`src/rtl/mult_div_unit_if.sv`:
```
// Request/result bundle between the Execute stage and the multiply/divide unit.
interface mult_div_unit_if;
  logic        start;
  logic [1:0]  op;
  logic [31:0] a;
  logic [31:0] b;
  logic        flush;
  logic        busy;
  logic        hi_write;
  logic        lo_write;
  logic [31:0] hi_data;
  logic [31:0] lo_data;

  modport master (
    output start, op, a, b, flush,
    input  busy, hi_write, lo_write, hi_data, lo_data
  );

  modport slave (
    input  start, op, a, b, flush,
    output busy, hi_write, lo_write, hi_data, lo_data
  );
endinterface

```
`src/rtl/mult_div_unit.sv`:
```
// Sequential MULT/MULTU/DIV/DIVU engine producing the HI/LO write port.
// Multiply takes MUL_CYCLES+1 cycles to the write pulse, divide takes 33; flush aborts without writing.
module mult_div_unit #(
  parameter int unsigned MUL_CYCLES = 1
) (
  input  logic            clk,
  input  logic            reset,
  mult_div_unit_if.slave  bus
);
  typedef logic [31:0] word_t;
  typedef enum logic [1:0] {IDLE, MUL, DIV, DONE} state_t;

  localparam logic [4:0] MUL_LAST = 5'(MUL_CYCLES - 1);

  state_t     state_q;
  logic [4:0] cnt_q;
  logic       sgn_q;
  word_t      a_q, b_q;
  word_t      quo_q, rem_q, dvs_q;
  word_t      res_hi_q, res_lo_q;
  word_t      out_hi_q, out_lo_q;

  logic [63:0] ext_a, ext_b, prod;
  logic [32:0] rem_sh;
  word_t       rem_step, quo_step, q_fix, r_fix;
  word_t       a_mag, b_mag;
  logic        wr;

  // Sign-extending only for MULT lets one 64x64 low-half product serve both ops.
  assign ext_a = {{32{sgn_q & a_q[31]}}, a_q};
  assign ext_b = {{32{sgn_q & b_q[31]}}, b_q};
  assign prod  = ext_a * ext_b;

  assign a_mag = (~bus.op[0] & bus.a[31]) ? (~bus.a + 32'd1) : bus.a;
  assign b_mag = (~bus.op[0] & bus.b[31]) ? (~bus.b + 32'd1) : bus.b;

  // One restoring step: quo_q shifts the dividend out while collecting quotient bits.
  always_comb begin
    rem_sh   = {rem_q, quo_q[31]};
    rem_step = rem_sh[31:0];
    quo_step = {quo_q[30:0], 1'b0};
    if (rem_sh >= {1'b0, dvs_q}) begin
      rem_step = 32'(rem_sh - {1'b0, dvs_q});
      quo_step = {quo_q[30:0], 1'b1};
    end
    q_fix = (sgn_q & (a_q[31] ^ b_q[31])) ? (~quo_step + 32'd1) : quo_step;
    r_fix = (sgn_q & a_q[31]) ? (~rem_step + 32'd1) : rem_step;
  end

  always_ff @(posedge clk or posedge reset) begin
    if (reset) begin
      state_q  <= IDLE;
      cnt_q    <= '0;
      sgn_q    <= 1'b0;
      a_q      <= '0;
      b_q      <= '0;
      quo_q    <= '0;
      rem_q    <= '0;
      dvs_q    <= '0;
      res_hi_q <= '0;
      res_lo_q <= '0;
      out_hi_q <= '0;
      out_lo_q <= '0;
    end else if (bus.flush) begin
      state_q <= IDLE;
    end else begin
      case (state_q)
        IDLE: begin
          if (bus.start) begin
            sgn_q   <= ~bus.op[0];
            a_q     <= bus.a;
            b_q     <= bus.b;
            quo_q   <= a_mag;
            rem_q   <= '0;
            dvs_q   <= b_mag;
            cnt_q   <= '0;
            state_q <= bus.op[1] ? DIV : MUL;
          end
        end
        MUL: begin
          if (cnt_q == MUL_LAST) begin
            res_hi_q <= prod[63:32];
            res_lo_q <= prod[31:0];
            state_q  <= DONE;
          end else begin
            cnt_q <= cnt_q + 5'd1;
          end
        end
        DIV: begin
          quo_q <= quo_step;
          rem_q <= rem_step;
          cnt_q <= cnt_q + 5'd1;
          if (cnt_q == 5'd31) begin
            if (b_q == '0) begin
              res_hi_q <= a_q;
              res_lo_q <= 32'hFFFF_FFFF;
            end else begin
              res_hi_q <= r_fix;
              res_lo_q <= q_fix;
            end
            state_q <= DONE;
          end
        end
        DONE: begin
          out_hi_q <= res_hi_q;
          out_lo_q <= res_lo_q;
          state_q  <= IDLE;
        end
        default: state_q <= IDLE;
      endcase
    end
  end

  // The new result is shown only alongside an unflushed write pulse, so a flushed DONE leaves old data.
  assign wr           = (state_q == DONE) & ~bus.flush;
  assign bus.busy     = (state_q != IDLE);
  assign bus.hi_write = wr;
  assign bus.lo_write = wr;
  assign bus.hi_data  = wr ? res_hi_q : out_hi_q;
  assign bus.lo_data  = wr ? res_lo_q : out_lo_q;
endmodule

```
`src/flat_wrapper.sv`:
```
// flat-port wrapper written by rule: the top's interface ports become plain ports
module mult_div_unit_flat 
#(
  parameter int unsigned MUL_CYCLES = 1
)
  (clk, reset, bus_start, bus_op, bus_a, bus_b, bus_flush, bus_busy, bus_hi_write, bus_lo_write, bus_hi_data, bus_lo_data);
  mult_div_unit_if bus_i ();
  input  logic clk;
  input  logic reset;
  input wire logic [$bits(bus_i.start)-1:0] bus_start;
  input wire logic [$bits(bus_i.op)-1:0] bus_op;
  input wire logic [$bits(bus_i.a)-1:0] bus_a;
  input wire logic [$bits(bus_i.b)-1:0] bus_b;
  input wire logic [$bits(bus_i.flush)-1:0] bus_flush;
  output wire logic [$bits(bus_i.busy)-1:0] bus_busy;
  output wire logic [$bits(bus_i.hi_write)-1:0] bus_hi_write;
  output wire logic [$bits(bus_i.lo_write)-1:0] bus_lo_write;
  output wire logic [$bits(bus_i.hi_data)-1:0] bus_hi_data;
  output wire logic [$bits(bus_i.lo_data)-1:0] bus_lo_data;
  assign bus_i.start = bus_start;
  assign bus_i.op = bus_op;
  assign bus_i.a = bus_a;
  assign bus_i.b = bus_b;
  assign bus_i.flush = bus_flush;
  assign bus_busy = bus_i.busy;
  assign bus_hi_write = bus_i.hi_write;
  assign bus_lo_write = bus_i.lo_write;
  assign bus_hi_data = bus_i.hi_data;
  assign bus_lo_data = bus_i.lo_data;
  mult_div_unit #(.MUL_CYCLES(MUL_CYCLES)) u_core (.clk(clk), .reset(reset), .bus(bus_i));
endmodule
```
`config.mk`:
```
export PLATFORM = sky130hd
export DESIGN_NAME = mult_div_unit_flat
export DESIGN_NICKNAME = d
export VERILOG_FILES = /design/src/rtl/mult_div_unit_if.sv /design/src/rtl/mult_div_unit.sv /design/src/flat_wrapper.sv
export SDC_FILE = /design/constraint.sdc
export NUM_CORES = 2
export LEC_CHECK = 0
export BUFFER_PORTS_ARGS = -buffer_cell sky130_fd_sc_hd__clkbuf_2
export CORE_UTILIZATION = 65
export CTS_CLUSTER_DIAMETER = 80
export DETAILED_ROUTE_END_ITERATION = 7
export GPL_ROUTABILITY_DRIVEN = 0
export PLACE_DENSITY = 0.82
export SLEW_MARGIN = 25
export SYNTH_ARGS = -nofsm -noshare
export SYNTH_HDL_FRONTEND = slang
export SYNTH_SLANG_ARGS = --single-unit
```
`constraint.sdc`:
```
create_clock -name clk -period 12.7 [get_ports clk]
set_clock_uncertainty 0.2 [all_clocks]
set_input_delay 0.635 -clock clk [delete_from_list [all_inputs] [get_ports clk]]
set_output_delay 0.635 -clock clk [all_outputs]
set_load 0.005 [all_outputs]
```
==> impl_metrics.csv <==
group,metric,value,unit
timing,relSlewSlack,23.4,%
final_layout,areaGrowthSynthToFinish,4.13,%
routing,ant_nets,0,
synth,yosys_warnings,0,
routing,wl_per_cell,21.8,µm
timing,max_freq,101,MHz
worst_setup_path,cp.required,12.97,ns
final_layout,drive_above_1_share,6.49,%
clock_network,clockBufferDepth,3,
synth,ys_ff_latch,295,
worst_setup_path,r2r_end,"u_core.res_hi_q[28]$_DFFE_PP0P_",
synth,synth_fp_nets,7656,
clock_network,cts_made_buffers,26,
routing,dr.first_iter.drc_count,4430,
worst_setup_path,regToRegStartpoint,"u_core.a_q[31]$_DFFE_PP0P_",
routing,viasPerCell,6.14,
floorplan,die_h,294,µm
clock_network,cts_tree,"yes",
floorplan,io_pins,137,
global_route,grt.overflow.total,0,
global_route,antenna_found_initial,3,
global_route,grt_pass1_vias,47131,
timing,tightest_slew,1.15,ns
worst_hold_path,min_delay_path_depth,3,
timing,final-setup-viol-count,0,
synth,synth_edf_count,0,
floorplan,die_x,294,µm
timing,period_minus_slack,9.93,ns
timing,holdWs,0.0832,ns
synth,ys_types,97,
place,place.port_buffers,136,
worst_setup_path,crit_family,"adder cells",
worst_setup_path,crit_type,"reg -> reg",
synth,postSynth.asyncResetShare,100,%
run,cap_violations,0,
worst_setup_path,path_buf_inv,8,
routing,drc,0,
place,dpl.cell_count,7176,
clock_network,clkTransAtPathRegs,0.08,ns
timing,finalSetupTns,0,ns
routing,firstDrtPassIters,7,
global_route,track_usage,38.0,%
clock_network,cts_setup_buffers,0,
worst_setup_path,ff2ff_path_depth,27,
synth,synthCells,6203,
final_layout,fillers,6358,
timing,rsz0062_at_grt,"no",
clock_network,cts.sinks,295,
global_route,grt_pass1_wl,252000,µm
synth,syn_area,55300,µm²
floorplan,row_count,106,
worst_setup_path,path_max_fanout,54,
run_status,status,"completed",
worst_setup_path,worstPathArrival,10.21,ns
global_route,grt_max_degree,95,
clock_network,root_buffer,"clkbuf_16",
worst_setup_path,ff2ff_setup_slack,2.77,ns
worst_setup_path,crit_path_end_kind,"flip-flop",
timing,finalMaxSlewViolations,0,
worst_setup_path,startpoint_type,"flip-flop",
worst_setup_path,cpPeakStageDelay,0.88,ns
floorplan,die-area,86200,µm²
final_layout,final_cells,7225,
synth,synth_ff_type,"dfrtp_1",
floorplan,core_area,84000,µm²
place,placed_cell_area,56600,µm²
synth,post_synth.cell_area_avg,8.91,µm²
worst_setup_path,cp_common_cell,"fa_1",
clock_network,clk_latency,0.58,ns
worst_hold_path,hold_start,"bus_b[5]",
routing,vias,44327,
clock_network,cts_max_level,1,
timing,finalHoldViolCount,0,
synth,ys_seq_area_share,13.4,%
floorplan,initial_core_util,65.8,%
final_layout,nets,7524,
timing,fin_crit_sh,78.2,%
worst_setup_path,cp_slowest_cell,"fa_1",
place,hpwl,118000,µm
final_layout,stdcell_area,57500,µm²
worst_hold_path,holdPathEnd,"u_core.b_q[5]$_DFFE_PP0P_",
routing,routed_wl,158000,µm
worst_hold_path,hold_class,"in -> reg",
-- worst max-delay path by stage --
stage | startpoint | to | slack [ns] | cells after the start
2_1_floorplan | reset | u_core.a_q[0]$_DFFE_PP0P_ | 3.72 | 1
5_1_grt | u_core.a_q[31]$_DFFE_PP0P_ | u_core.res_hi_q[28]$_DFFE_PP0P_ | 2.22 | 27
3_5_place_dp | u_core.a_q[31]$_DFFE_PP0P_ | u_core.res_hi_q[28]$_DFFE_PP0P_ | 2.94 | 27
6_report | u_core.a_q[31]$_DFFE_PP0P_ | u_core.res_hi_q[28]$_DFFE_PP0P_ | 2.77 | 27
3_3_place_gp | u_core.a_q[31]$_DFFE_PP0P_ | u_core.res_hi_q[28]$_DFFE_PP0P_ | 3.34 | 27
4_1_cts | u_core.a_q[31]$_DFFE_PP0P_ | u_core.res_hi_q[28]$_DFFE_PP0P_ | 2.93 | 27
-- flip-flops by register name (all words and copies together) (netlist names) --
name and flops:
u_core.rem_q 32, u_core.quo_q 32, u_core.b_q 31, u_core.res_hi_q 32, u_core.a_q 32, u_core.sgn_q 1, u_core.dvs_q 32, u_core.state_q 2
u_core.out_lo_q 32, u_core.out_hi_q 32, u_core.cnt_q 5, u_core.res_lo_q 32
-- stage by stage --
stage	utilization [%]	setup slack (ns)
5_1_grt	68.5	2.22
4_1_cts	68.5	2.93
2_1_floorplan	-	3.72
6_report	68.5	2.77
3_3_place_gp	67.4	3.34
3_5_place_dp	67.4	2.94
-- metal layers --
metal  share of wire (%)  global-route usage [%]
met1                  34                    46.0
met3                  11                    7.95
met2                  46                    61.0
met5                   0                   0.284
met4                 8.8                    26.8
-- final cells by class --
cell class	count	area (µm²)	share of cell area (%)
multi-input combinational	4350	42000	73.1
timing repair buffer	224	1360	2.37
clock inverter	18	230	0.400
clock buffer	29	682	1.19
sequential	295	7390	12.8
antenna	1	2.50	0.00435
tap	1134	1420	2.47
inverter	1174	4410	7.67
-- synthesized netlist by cell type (23+ instances only) --
master | number | area share, %
a21o_1 | 40 | 0.54
a21oi_1 | 205 | 1.9
a31oi_1 | 28 | 0.32
and2_1 | 368 | 4.2
and3_1 | 36 | 0.41
clkbuf_1 | 360 | 2.4
dfrtp_1 | 295 | 13
fa_1 | 1126 | 41
ha_1 | 257 | 5.8
inv_1 | 1173 | 8.0
mux2_2 | 68 | 1.4
mux2i_1 | 26 | 0.47
nand2_1 | 1106 | 7.5
nand3_1 | 46 | 0.42
nor2_1 | 178 | 1.2
nor3_1 | 45 | 0.41
o21ai_0 | 242 | 2.2
o22ai_1 | 27 | 0.31
or3_1 | 23 | 0.26
xnor2_1 | 120 | 1.9
xor2_1 | 73 | 1.2
-- worst register-to-register path, cell delays in order (launching register included) --
cell and delay (ns):
dfrtp_1 0.33, buf_4 0.50, and2_1 0.54, nand2_1 0.21, inv_1 0.17, fa_1 0.43
inv_1 0.25, fa_1 0.51, inv_1 0.20, fa_1 0.49, fa_1 0.88, inv_1 0.35
fa_1 0.57, inv_1 0.06, fa_1 0.53, inv_1 0.05, fa_1 0.45, fa_1 0.49
inv_1 0.04, ha_1 0.38, nand3_1 0.12, or2_2 0.30, o41ai_1 0.59, o31a_1 0.34
nand2b_1 0.11, a311o_1 0.28, xnor2_1 0.13, a221o_1 0.32
-- cell families after synthesis --
family	synth area share, %
muxes	1.86
buffers and inverters	10.6
adders and majority gates	46.6
AOI/OAI and AO/OA	8.21
DFF	13.4
xor gates and xnor gates	3.06
and+or+nand+nor	16.3
-- layout by cell type (no fill, tap or decap), types with 8 or more instances in the layout --
cell / netlist / layout
nand3_1: 46 / 46
nor3b_1: 13 / 12
o31a_1: 8 / 8
nor2_1: 178 / 175
inv_1: 1173 / 1172
nor4_1: 22 / 21
a211oi_1: 20 / 20
ha_1: 257 / 256
o21bai_1: 13 / 13
nor2b_1: 15 / 13
o41ai_1: 8 / 8
a21o_1: 40 / 40
or4_1: 10 / 10
o21ai_0: 242 / 242
nand2_1: 1106 / 1106
nand4_1: 15 / 15
clkbuf_2: 0 / 136
a31oi_1: 28 / 28
o21a_1: 10 / 10
clkbuf_16: 0 / 26
or3_1: 23 / 23
xor2_1: 73 / 73
nand2b_1: 20 / 20
and3_1: 36 / 36
mux2i_1: 26 / 26
xnor2_1: 120 / 120
and2_1: 368 / 368
or2_2: 16 / 16
o211ai_1: 20 / 20
nor3_1: 45 / 45
fa_1: 1126 / 1125
o31ai_1: 19 / 19
a21oi_1: 205 / 205
dfrtp_1: 295 / 290
mux2_2: 68 / 68
o22ai_1: 27 / 27
buf_4: 1 / 86
-- repair_timing --
action                                  CTS  global route
endpoints found under the hold margin    35             0
resized for setup                         0             0
hold buffers                              1             0
endpoints found under the setup margin    0             0
Power is left out: the tool's default activity adds up to more than one toggle a clock period on the data nets, which glitch-free logic cannot reach.
